$ cat src/rtl/round_arbiter.sv
// Two-player round controller: IDLE -> COUNT -> ANSWER -> RESULT -> IDLE.
// Optional macro FALSE_START_EN makes a press during COUNT disqualify the presser.
module round_arbiter #(
    parameter int CLK_HZ     = 50_000_000,
    parameter int COUNT_SEC  = 3,
    parameter int ANSWER_SEC = 9,
    parameter int HOLD_SEC   = 3
) (
    input  logic       CLK,
    input  logic       RST,
    input  logic       IN_1P,
    input  logic       IN_2P,
    input  logic       ACK,
    output logic [1:0] phase,
    output logic [3:0] num,
    output logic [1:0] winner,
    output logic       tick
);

    localparam logic [1:0] S_IDLE   = 2'b00;
    localparam logic [1:0] S_COUNT  = 2'b01;
    localparam logic [1:0] S_ANSWER = 2'b10;
    localparam logic [1:0] S_RESULT = 2'b11;

    localparam logic [1:0] W_NONE = 2'b00;
    localparam logic [1:0] W_1P   = 2'b01;
    localparam logic [1:0] W_2P   = 2'b10;
    localparam logic [1:0] W_VOID = 2'b11;

    localparam int             CW        = (CLK_HZ > 1) ? $clog2(CLK_HZ) : 1;
    localparam logic [CW-1:0]  TICK_LAST = CW'(CLK_HZ - 1);
    localparam logic [3:0]     COUNT_N   = 4'(COUNT_SEC);
    localparam logic [3:0]     ANSWER_N  = 4'(ANSWER_SEC);
    localparam logic [3:0]     HOLD_LAST = 4'(HOLD_SEC - 1);

    logic [CW-1:0] r_cnt;
    logic [1:0]    r_phase;
    logic [3:0]    r_num;
    logic [1:0]    r_winner;
    logic [3:0]    r_hold;
    logic          r_tick;
    logic          r_prio_2p;
    logic          r_1p_d;
    logic          r_2p_d;

    logic          w_tick;
    logic          w_p1;
    logic          w_p2;
    logic [1:0]    w_phase_nx;
    logic [3:0]    w_num_nx;
    logic [1:0]    w_winner_nx;
    logic [3:0]    w_hold_nx;
    logic          w_prio_nx;
    logic          w_change;

    assign w_tick   = (r_cnt == TICK_LAST);
    assign w_p1     = IN_1P & ~r_1p_d;
    assign w_p2     = IN_2P & ~r_2p_d;
    assign w_change = (w_phase_nx != r_phase);

    always_comb begin
        w_phase_nx  = r_phase;
        w_num_nx    = r_num;
        w_winner_nx = r_winner;
        w_hold_nx   = r_hold;
        w_prio_nx   = r_prio_2p;
        case (r_phase)
            S_IDLE: begin
                w_num_nx    = 4'd0;
                w_winner_nx = W_NONE;
                if (IN_1P && IN_2P) begin
                    w_phase_nx = S_COUNT;
                    w_num_nx   = COUNT_N;
                end
            end
            S_COUNT: begin
`ifdef FALSE_START_EN
                if (w_p1 || w_p2) begin
                    w_phase_nx  = S_RESULT;
                    w_num_nx    = 4'd0;
                    w_hold_nx   = 4'd0;
                    w_winner_nx = (w_p1 && w_p2) ? W_VOID : (w_p1 ? W_2P : W_1P);
                end else
`endif
                if (w_tick) begin
                    if (r_num <= 4'd1) begin
                        w_phase_nx = S_ANSWER;
                        w_num_nx   = ANSWER_N;
                    end else begin
                        w_num_nx = r_num - 4'd1;
                    end
                end
            end
            S_ANSWER: begin
                // A press in the final-tick cycle still beats the timeout.
                if (w_p1 || w_p2) begin
                    w_phase_nx = S_RESULT;
                    w_num_nx   = 4'd0;
                    w_hold_nx  = 4'd0;
                    if (w_p1 && w_p2) begin
                        w_winner_nx = r_prio_2p ? W_1P : W_2P;
                        w_prio_nx   = ~r_prio_2p;
                    end else begin
                        w_winner_nx = w_p1 ? W_1P : W_2P;
                    end
                end else if (w_tick) begin
                    if (r_num <= 4'd1) begin
                        w_phase_nx  = S_RESULT;
                        w_num_nx    = 4'd0;
                        w_hold_nx   = 4'd0;
                        w_winner_nx = W_VOID;
                    end else begin
                        w_num_nx = r_num - 4'd1;
                    end
                end
            end
            default: begin
                w_num_nx = 4'd0;
                if (ACK || (w_tick && r_hold >= HOLD_LAST)) begin
                    w_phase_nx  = S_IDLE;
                    w_winner_nx = W_NONE;
                end else if (w_tick) begin
                    w_hold_nx = r_hold + 4'd1;
                end
            end
        endcase
    end

    // History regs reset high so a button held through reset produces no edge.
    always_ff @(posedge CLK or negedge RST) begin
        if (!RST) begin
            r_cnt     <= '0;
            r_phase   <= S_IDLE;
            r_num     <= 4'd0;
            r_winner  <= W_NONE;
            r_hold    <= 4'd0;
            r_tick    <= 1'b0;
            r_prio_2p <= 1'b1;
            r_1p_d    <= 1'b1;
            r_2p_d    <= 1'b1;
        end else begin
            r_cnt     <= (w_change || w_tick) ? '0 : r_cnt + CW'(1);
            r_phase   <= w_phase_nx;
            r_num     <= w_num_nx;
            r_winner  <= w_winner_nx;
            r_hold    <= w_hold_nx;
            r_tick    <= w_tick;
            r_prio_2p <= w_prio_nx;
            r_1p_d    <= IN_1P;
            r_2p_d    <= IN_2P;
        end
    end

    assign phase  = r_phase;
    assign num    = r_num;
    assign winner = r_winner;
    assign tick   = r_tick;

endmodule

$ cat config.mk
export PLATFORM = sky130hd
export DESIGN_NAME = round_arbiter
export DESIGN_NICKNAME = d
export VERILOG_FILES = /design/src/rtl/round_arbiter.sv
export SDC_FILE = /design/constraint.sdc
export NUM_CORES = 1
export LEC_CHECK = 0
export CAP_MARGIN = 40
export CORE_UTILIZATION = 40
export CTS_CLUSTER_DIAMETER = 200
export DETAILED_ROUTE_END_ITERATION = 12
export PLACE_DENSITY = 0.69
export SYNTH_ARGS = -nofsm -noshare
export SYNTH_HDL_FRONTEND = slang
export SYNTH_SLANG_ARGS = --single-unit
$ cat constraint.sdc
create_clock -name CLK -period 4.3 [get_ports CLK]
set_clock_uncertainty 0.15 [all_clocks]
set_input_delay 1.075 -clock CLK [delete_from_list [all_inputs] [get_ports CLK]]
set_output_delay 1.075 -clock CLK [all_outputs]
set_load 0.005 [all_outputs]
# After elaboration in Yosys (flattened, before gate mapping)
# Index checks and enable logic that the tools add are counted.
[op_classes] add_sub_neg=3 order_cmp=2 eq_ne=8 n_mux=30 n_bitwise=7 n_reduce_logical=15
[ops] cell="4-bit 2-to-1 mux" n=10
[ops] cell="2-bit 2-to-1 mux" n=15
[ops] cell="26-bit by 1-bit adder with 26-bit output, second input constant" n=1
[ops] cell="26-bit equality test, second input constant" n=1
[ops] cell="26-bit 2-to-1 mux" n=1
[ops] cell="2-bit case mux with 3 select lines" n=2
[ops] cell="4-bit case mux with 3 select lines" n=1
[ops] cell="4-bit case mux with 2 select lines" n=1
[ops] cell="3-bit != test, second input constant" n=2
[ops] cell="1-bit inverter" n=5
[ops] cell="5-bit AND reduction" n=1
[ops] cell="4-bit by 1-bit adder with 4-bit output, second input constant" n=1
[ops] cell="4-bit by 2-bit >= comparator with 1-bit output, second input constant" n=1
[ops] cell="4-bit by 1-bit <= comparator with 1-bit output, second input constant" n=1
[ops] cell="4-bit AND reduction" n=1
[ops] cell="2-bit nonzero test" n=2
[ops] cell="4-bit by 1-bit subtractor with 4-bit output, second input constant" n=1
[ops] cell="1-bit logical AND" n=3
[ops] cell="1-bit logical OR" n=3
[ops] cell="3-bit AND reduction" n=1
[ops] cell="3-bit nonzero test" n=1
[ops] cell="1-bit bitwise AND" n=2
[ops] cell="2-bit by 1-bit equality test with 1-bit output, second input constant" n=1
[ops] cell="2-bit equality test, second input constant" n=1
[ops] cell="other kinds (6)" n=6
[word_totals] register_bits=42 inputBits=5 output_inout_bits=9

# Longest topological paths before layout
# Gate-level depths: netlist of run 1.
[logic_depth] word_depth=8 ltp_mapped=8 depth_no_buf=7

# Least setup slack after synthesis of run 1
# OpenSTA, ideal clock, no wires.
[synth_path] path_kind="input -> register" from="in IN_2P" to="reg r_num[0] (netlist: num[0])" t_arrival_ps=2099 t_required_ps=4030 setup_slack_ps=1931 path_stages=5 n_path_buf=0 path_cell_list="nor2b_1 nor2_1 a21oi_1 or2_2 a31o_2"
[synth_via] elab_chain_len=4
[synth_lines] item="start, declared" line="12" source="input logic IN_2P,"
[synth_lines] item="1-bit bitwise AND" line="58" source="assign w_p2 = IN_2P & ~r_2p_d;"
[synth_lines] item="1-bit logical OR" line="96" source="if (w_p1 || w_p2) begin"
[synth_lines] item="4-bit 2-to-1 mux / 3-bit != test (equally long branches)"
[synth_lines] item="4-bit case mux with 3 select lines / 2-bit AND reduction (equally long branches)"
[synth_lines] item="end signal, assigned" line="144" source="r_num <= w_num_nx;"
[synth_lines] item="end, declared" line="38" source="logic [3:0] r_num;"
# Parallel ways exist; a longest one is shown, timed or not.
# A chain may end at the register's enable or synchronous reset.

# Worst setup path after layout of run 1
[layout_path] from="in IN_2P" to="reg r_winner[0] (netlist: winner[0])"
[layout_via] elab_chain_len=5
[layout_lines] item="1-bit bitwise AND *" line="58"
[layout_lines] item="1-bit logical AND" line="100" source="if (w_p1 && w_p2) begin"
[layout_lines] item="2-bit 2-to-1 mux" line="100"
[layout_lines] item="2-bit 2-to-1 mux" line="96"
[layout_lines] item="2-bit case mux with 3 select lines" line="67" source="case (r_phase)"
[layout_lines] item="end signal, assigned" line="145" source="r_winner <= w_winner_nx;"
[layout_lines] item="end, declared" line="39" source="logic [1:0] r_winner;"
# Mark *: on every way between the ends. The rest lies on a longest branch, timed or not.

==> results of run 1 <==
-- registers in the layout, indices dropped and copies added, names as in the netlist --
register	count
num	4
phase	2
r_1p_d	1
r_2p_d	1
r_cnt	26
r_hold	4
r_prio_2p	1
tick	1
winner	2
-- worst max-delay path, stage by stage --
cell and delay, ns:
clkdlybuf4s50_1 0.51, nor2b_1 0.31, nor2_1 0.17, a21oi_1 0.35, a22oi_1 0.19, a22o_1 0.25
-- cell usage in the layout (no fill, tap or decap), types with 3 or more instances in the layout --
cell	n
a21oi_1	7
and3_1	3
and4_1	4
clkbuf_8	6
clkdlybuf4s50_1	12
dfrtp_1	39
dfstp_2	3
ha_1	5
inv_1	12
nand2_1	16
nand3_1	13
nand4_1	4
nor2_1	38
nor2b_1	5
nor3_1	7
o21ai_0	9
o22ai_1	3
or4_1	4
xnor2_1	18
xor2_1	5
-- cell type report --
cell class              count  area, um2
flip-flops and latches     42       1050
clock inverters             1       30.0
multi-input cells         173       1080
repair buffers             15        160
fillers                   505       2660
inverters                  13       48.8
well taps                  70       87.6
clock buffers               6       82.6
-- how the worst max path moves through the flow --
stage,startpoint,endpoint,slack [ns],cells after the start
final,IN_2P,winner[0]$_DFFE_PN0P_,1.49,6
after global routing,IN_2P,winner[1]$_DFFE_PN0P_,1.37,6
after CTS,IN_2P,winner[0]$_DFFE_PN0P_,1.50,6
after detailed placement,IN_2P,winner[1]$_DFFE_PN0P_,1.20,6
after global placement,IN_2P,winner[1]$_DFFE_PN0P_,1.28,6
after floorplan,IN_2P,num[0]$_DFFE_PN0P_,1.93,5
-- synthesized netlist by cell type (2+ instances only) --
master    instances  share of area [%]
o21ai_0           9                2.0
dfrtp_1          39                 44
ha_1              5                2.8
o22ai_1           3               0.85
or2_2             2               0.57
a31o_2            2               0.79
nand2_1          16                2.7
or4_1             4                1.4
a22o_1            2               0.79
or3_1             2               0.57
inv_1            12                2.0
clkbuf_1          3               0.51
a31oi_1           2               0.57
nand4_1           4                1.1
and4_1            4                1.6
nor2b_1           5                1.4
nor4_1            2               0.57
nor3_1            7                1.6
o21a_1            2               0.68
dfstp_2           3                3.6
nor2_1           38                6.4
buf_2             2               0.45
nand3_1          13                2.9
a21oi_1           7                1.6
and3_1            3               0.85
nand2b_1          2               0.57
xnor2_1          18                7.1
xor2_1            5                2.0
-- metrics by stage --
| stage | instance area, um2 | setup slack (ns) | cells | hold WS [ns] | power [mW] |
|---|---|---|---|---|---|
| floorplan | 2210 | 1.93 | 234 | 0.298 | 0.729 |
| global placement | 2400 | 1.28 | 312 | 0.319 | 0.830 |
| detailed placement | 2430 | 1.20 | 313 | 0.325 | 0.838 |
| CTS | 2540 | 1.50 | 320 | 0.336 | 1.16 |
| global route | 2540 | 1.37 | 320 | 0.348 | 1.23 |
| finish | 2540 | 1.49 | 320 | 0.333 | 1.15 |
-- power groups by stage --
stage | clock, mW | sequential, mW | combinational [mW]
global route | 0.342 | 0.517 | 0.369
finish | 0.315 | 0.507 | 0.324
floorplan | 0 | 0.491 | 0.238
detailed placement | 0 | 0.514 | 0.324
global placement | 0 | 0.514 | 0.317
CTS | 0.329 | 0.506 | 0.326
-- metal layers --
metal	vias to the layer above	routed length (um)	track usage, %
met2	33	1870	25.8
met1	822	1910	20.3
met3	5	189	3.83
met4	0	53	6.92
li1	848	-	-
met5	-	0	0
-- logic make-up after synthesis --
| group | Yosys count | share of synthesized area [%] |
|---|---|---|
| simple gates | 109 | 25.9 |
| flops | 42 | 47.7 |
| compound gates | 36 | 10.9 |
| xor+xnor | 23 | 9.10 |
| buf+inv | 19 | 3.67 |
| fa+ha+maj | 5 | 2.83 |
==> run metrics, run 1 <==
layout cells sized above 1 9.20%; final antenna-violating net count 0; Clk pwr share 27.5%; Final Critical Period 2.81 ns; via count of the first global-routing pass 1677; RSZ-0062 raised after global routing no; DRT Pass-1 Iters 4; final core utilization 48.8%; Final Hold Fails 0; Layout Nets 260; CP Capture Type flip-flop; WS Path Type in2reg; post-synthesis cell count 234; LEAKAGE 1.04 nW; global-route wire length before repair 7420 um; Max Slew Vio Count 0; PwrDens 451 nW/um2; worst vdd ir 0.201 mV; Setup Buffers After CTS 0; DIE WIDTH 76.4 um; crit-path max FO 5; Synth cell types 46; status finished, final reports clean; Post-synth EDFFs 0; Worst-path clk slew 0.08 ns; internal reg-to-reg setup slack 1.97 ns; Pint 0.783 mW; Netlist Area Pre-Place 2210 um2; initial DRC count 88; WHS Endpoint r_cnt[0]$_DFF_PN0_; synthesis-to-finish area growth 14.8%; DRC viols 0; Slew @ Worst Pin 0.470 ns; crit path DAT 2.85 ns; setup TNS 0 ns; worst-skew pair later-pin latency 0.30 ns; routed vias 1708; PortBufs 13; CTS tree built; TritonCTS buffer count 5; Synthesized Nets 244; Wirelength per Cell 12.6 um; reg-to-reg endpoint winner[0]$_DFFE_PN0P_; initial cell density of the core 42.5%; antenna violations before repair 0; CTS root buffer clkbuf_8; yosys warns 0; Gate power share 28.3%; DR vias/cell 5.34; worst hold path class reg2reg; largest net degree at the start of global routing 27; Cell Rows 26; hpwl dp 2920 um; reg2reg path depth 6; Seq pwr share 44.2%; Post-CTS Resized 0; maxcap violations 0; Hold Crit Depth 1; GP Congestion 0.822; Relative slew margins 68.6%; fmax 0.356 GHz; Net Switching 0.364 mW; worst endpoint required time 4.34 ns; Startpoint Class input port; ys async rst share 100%; WL final 4020 um; gr usage total 15.9%; IO Pins 14; Die Ht 76.4 um; # H-tree levels 2; switching share of power 31.7%; CTS Hold Bufs 0; grt total ovfl 0; core box area 5200 um2; fin crit share 65.3%; ant diodes 0; post-synthesis average cell area 9.46 um2; Seq/Total Area, Yosys 47.7%; die area 5830 um2; origin of the worst min-delay path r_cnt[0]$_DFF_PN0_; top_reg_cell synth dfrtp_1; Seq cells post-synth 42; clk sinks 42; setup violators final 0; reg2reg start r_cnt[7]$_DFF_PN0_; Clock Tree Buf Depth 2
(Power assumes the default switching activity.)
==> run 2, diff against run 1 <==
==> constraint.sdc (replaced) <==
create_clock -name CLK -period 2.68 [get_ports CLK]
set_clock_uncertainty 0.15 [all_clocks]
set_input_delay 0.67 -clock CLK [delete_from_list [all_inputs] [get_ports CLK]]
set_output_delay 0.67 -clock CLK [all_outputs]
set_load 0.005 [all_outputs]
==> run 2 against run 1 <==
Compared with the run above: largest power group unchanged; critical path depth unchanged; sequential power up 61%; global-route usage up 0.20 points; largest cell class unchanged; wire length is 3.2% higher; count of clock-buffer cells in the layout grew 1; total power increased by 59%; final area down 0.15%; core utilization fell by 0.072 points.
==> run metrics, run 2 (synthesized netlist as in run 1, its figures left out) <==
grt total ovfl 0 (unchanged); multi-input logic area 1080 um2 (unchanged); GP Congestion 0.835 (+1.6%); RSZ-0062 raised after global routing no; Die Ht 76.4 um (unchanged); Largest Register r_cnt; Seq pwr share 44.7% (+0.5 points); gr usage total 16.1% (+0.20 points); DIE WIDTH 76.4 um (unchanged); layout cells sized above 1 9.84% (+0.64 points); Clk pwr share 26.8% (-0.7 points); CTS Hold Bufs 0 (unchanged); worst vdd ir 0.354 mV (+76%); Pint 1.24 mW (+58%); CTS root buffer clkbuf_8; CP cell instances or4b_4 -> nor4_4 -> nand2_2 -> inv_2 -> a22oi_1 -> a22o_1; antenna violations before repair 0 (unchanged); Seq. cell area 1050 um2 (unchanged); maxcap violations 0 (unchanged); worst hold path class in2async; Final Critical Period 2.35 ns; commonest non-fill, non-tap cell in the layout dfrtp_1; Startpoint Class flip-flop; Layout Nets 263 (+1.2%); initial DRC count 83 (-5.7%); clk sinks 42 (unchanged); initial cell density of the core 42.5% (unchanged); max reg flops 26 (unchanged); die area 5830 um2 (unchanged); DRC viols 0 (unchanged); # H-tree levels 2 (unchanged); Global Route met3 Usage 3.35% (-0.48 points); most frequent cells in the layout dfrtp_1, nor2_1, xnor2_1; Gate power share 28.6% (+0.3 points); Crit path max-delay family simple AND/OR/NAND/NOR gates; crit path DAT 2.40 ns (-0.45 ns); core box area 5200 um2 (unchanged); final core utilization 48.8% (-0.072 points); GR Util met2 27.1% (+1.4 points); Max stage delay cell, worst path or4b_4; PwrDens 719 nW/um2 (+59%); worst-skew pair later-pin latency 0.30 ns (about the same); internal reg-to-reg setup slack 0.33 ns (-1.64 ns); fmax 0.425 GHz; status finished, final reports clean; Buf+Inv Stages, Crit Path 1 (unchanged); WL final 4150 um (+3.2%); met1 Usage GRT 20.5% (+0.20 points); IO Pins 14 (unchanged); Final Hold Fails 0 (unchanged); PortBufs 13 (unchanged); CTS tree built; Cell Rows 26 (unchanged); Post-CTS Resized 0 (unchanged); fin crit share 87.9%; Clock Tree Buf Depth 2 (unchanged); hpwl dp 3010 um (+3.2%); Setup Buffers After CTS 0 (unchanged); TritonCTS buffer count 5 (unchanged); Relative slew margins 68.4% (-0.24 points); via count of the first global-routing pass 1730 (+3.2%); Slew @ Worst Pin 0.471 ns (+0.000610 ns); worst endpoint required time 2.72 ns (-1.62 ns); DRT Pass-1 Iters 4 (unchanged); Wirelength per Cell 12.8 um (+1.9%); WS Path Type reg2reg; Worst-path clk slew 0.08 ns (about the same); crit-path max FO 11 (+6); setup violators final 0 (unchanged); Net Switching 0.586 mW (+61%); routed vias 1707 (-0.059%); switching share of power 32.1% (+0.40 points); gr busiest metal met2; max incr delay on CP 0.57 ns (+0.06 ns); synthesis-to-finish area growth 14.6%; CP Capture Type flip-flop; Fillers 498 (-1.4%); ant diodes 0 (unchanged); final antenna-violating net count 0 (unchanged); Max Slew Vio Count 0 (unchanged); DR vias/cell 5.27 (-1.3%); global-route wire length before repair 7600 um (+2.5%); largest net degree at the start of global routing 29 (+7.4%); setup TNS 0 ns (unchanged); LEAKAGE 1.04 nW (+0.29%)
## run 2: cell types whose count changed in the layout (fill, tap and decap cells not counted)
cell and change:
clkbuf_8 -1, buf_16 -1, buf_4 +4, clkbuf_1 +2
## run 2: final cells by class
cell class / count / share of cell area [%]
Clock buffer: 7 / 3.01
Sequential cell: 42 / 41.6
Inverter: 13 / 1.92
Timing Repair Buffer: 18 / 6.41
Tap cell: 70 / 3.45
Multi-Input combinational cell: 173 / 42.5
Clock inverter: 1 / 1.18
## run 2: layer usage
metal / wire length, um / vias to the layer above
met5: 0 / -
met1: 1950 / 823
met2: 2000 / 27
met4: 61 / 0
li1: - / 850
met3: 137 / 7
## run 2: power by group through the flow
stage	combinational (mW)	sequential, mW	clock (mW)
floorplan	0.383	0.788	0
global placement	0.515	0.823	0
detailed placement	0.523	0.826	0
CTS	0.527	0.813	0.502
global route	0.586	0.830	0.529
finish	0.521	0.814	0.488
## run 2: stage by stage
step	setup WS (ns)	instances	hold WS [ns]	power, mW	area, um2
floorplan	0.516	234	0.224	1.17	2210
global placement	0.193	316	0.325	1.34	2430
detailed placement	0.130	316	0.324	1.35	2430
CTS	0.334	324	0.131	1.84	2540
global route	0.140	324	0.141	1.94	2540
finish	0.325	324	0.117	1.82	2540
## run 2: final timing paths
check | from | end | cells after the start
setup / recovery | r_cnt[7]$_DFF_PN0_ | winner[0]$_DFFE_PN0P_ | 6
max in group asynchronous | RST | r_cnt[17]$_DFF_PN0_ | 2
hold / removal | RST | winner[1]$_DFFE_PN0P_ | 1
hold reg to reg | r_cnt[0]$_DFF_PN0_ | r_cnt[0]$_DFF_PN0_ | 1
min in group CLK | r_cnt[0]$_DFF_PN0_ | r_cnt[0]$_DFF_PN0_ | 1
setup reg to reg | r_cnt[7]$_DFF_PN0_ | winner[0]$_DFFE_PN0P_ | 6
==> run 3, diff against run 2 <==
--- a/config.mk
+++ b/config.mk
@@ -5,7 +5,6 @@
 export SDC_FILE = /design/constraint.sdc
 export NUM_CORES = 1
 export LEC_CHECK = 0
-export CAP_MARGIN = 40
 export CORE_UTILIZATION = 40
 export CTS_CLUSTER_DIAMETER = 200
 export DETAILED_ROUTE_END_ITERATION = 12
==> results of run 3 <==
Final layout, timing and power as in run 2 (identical DEF).
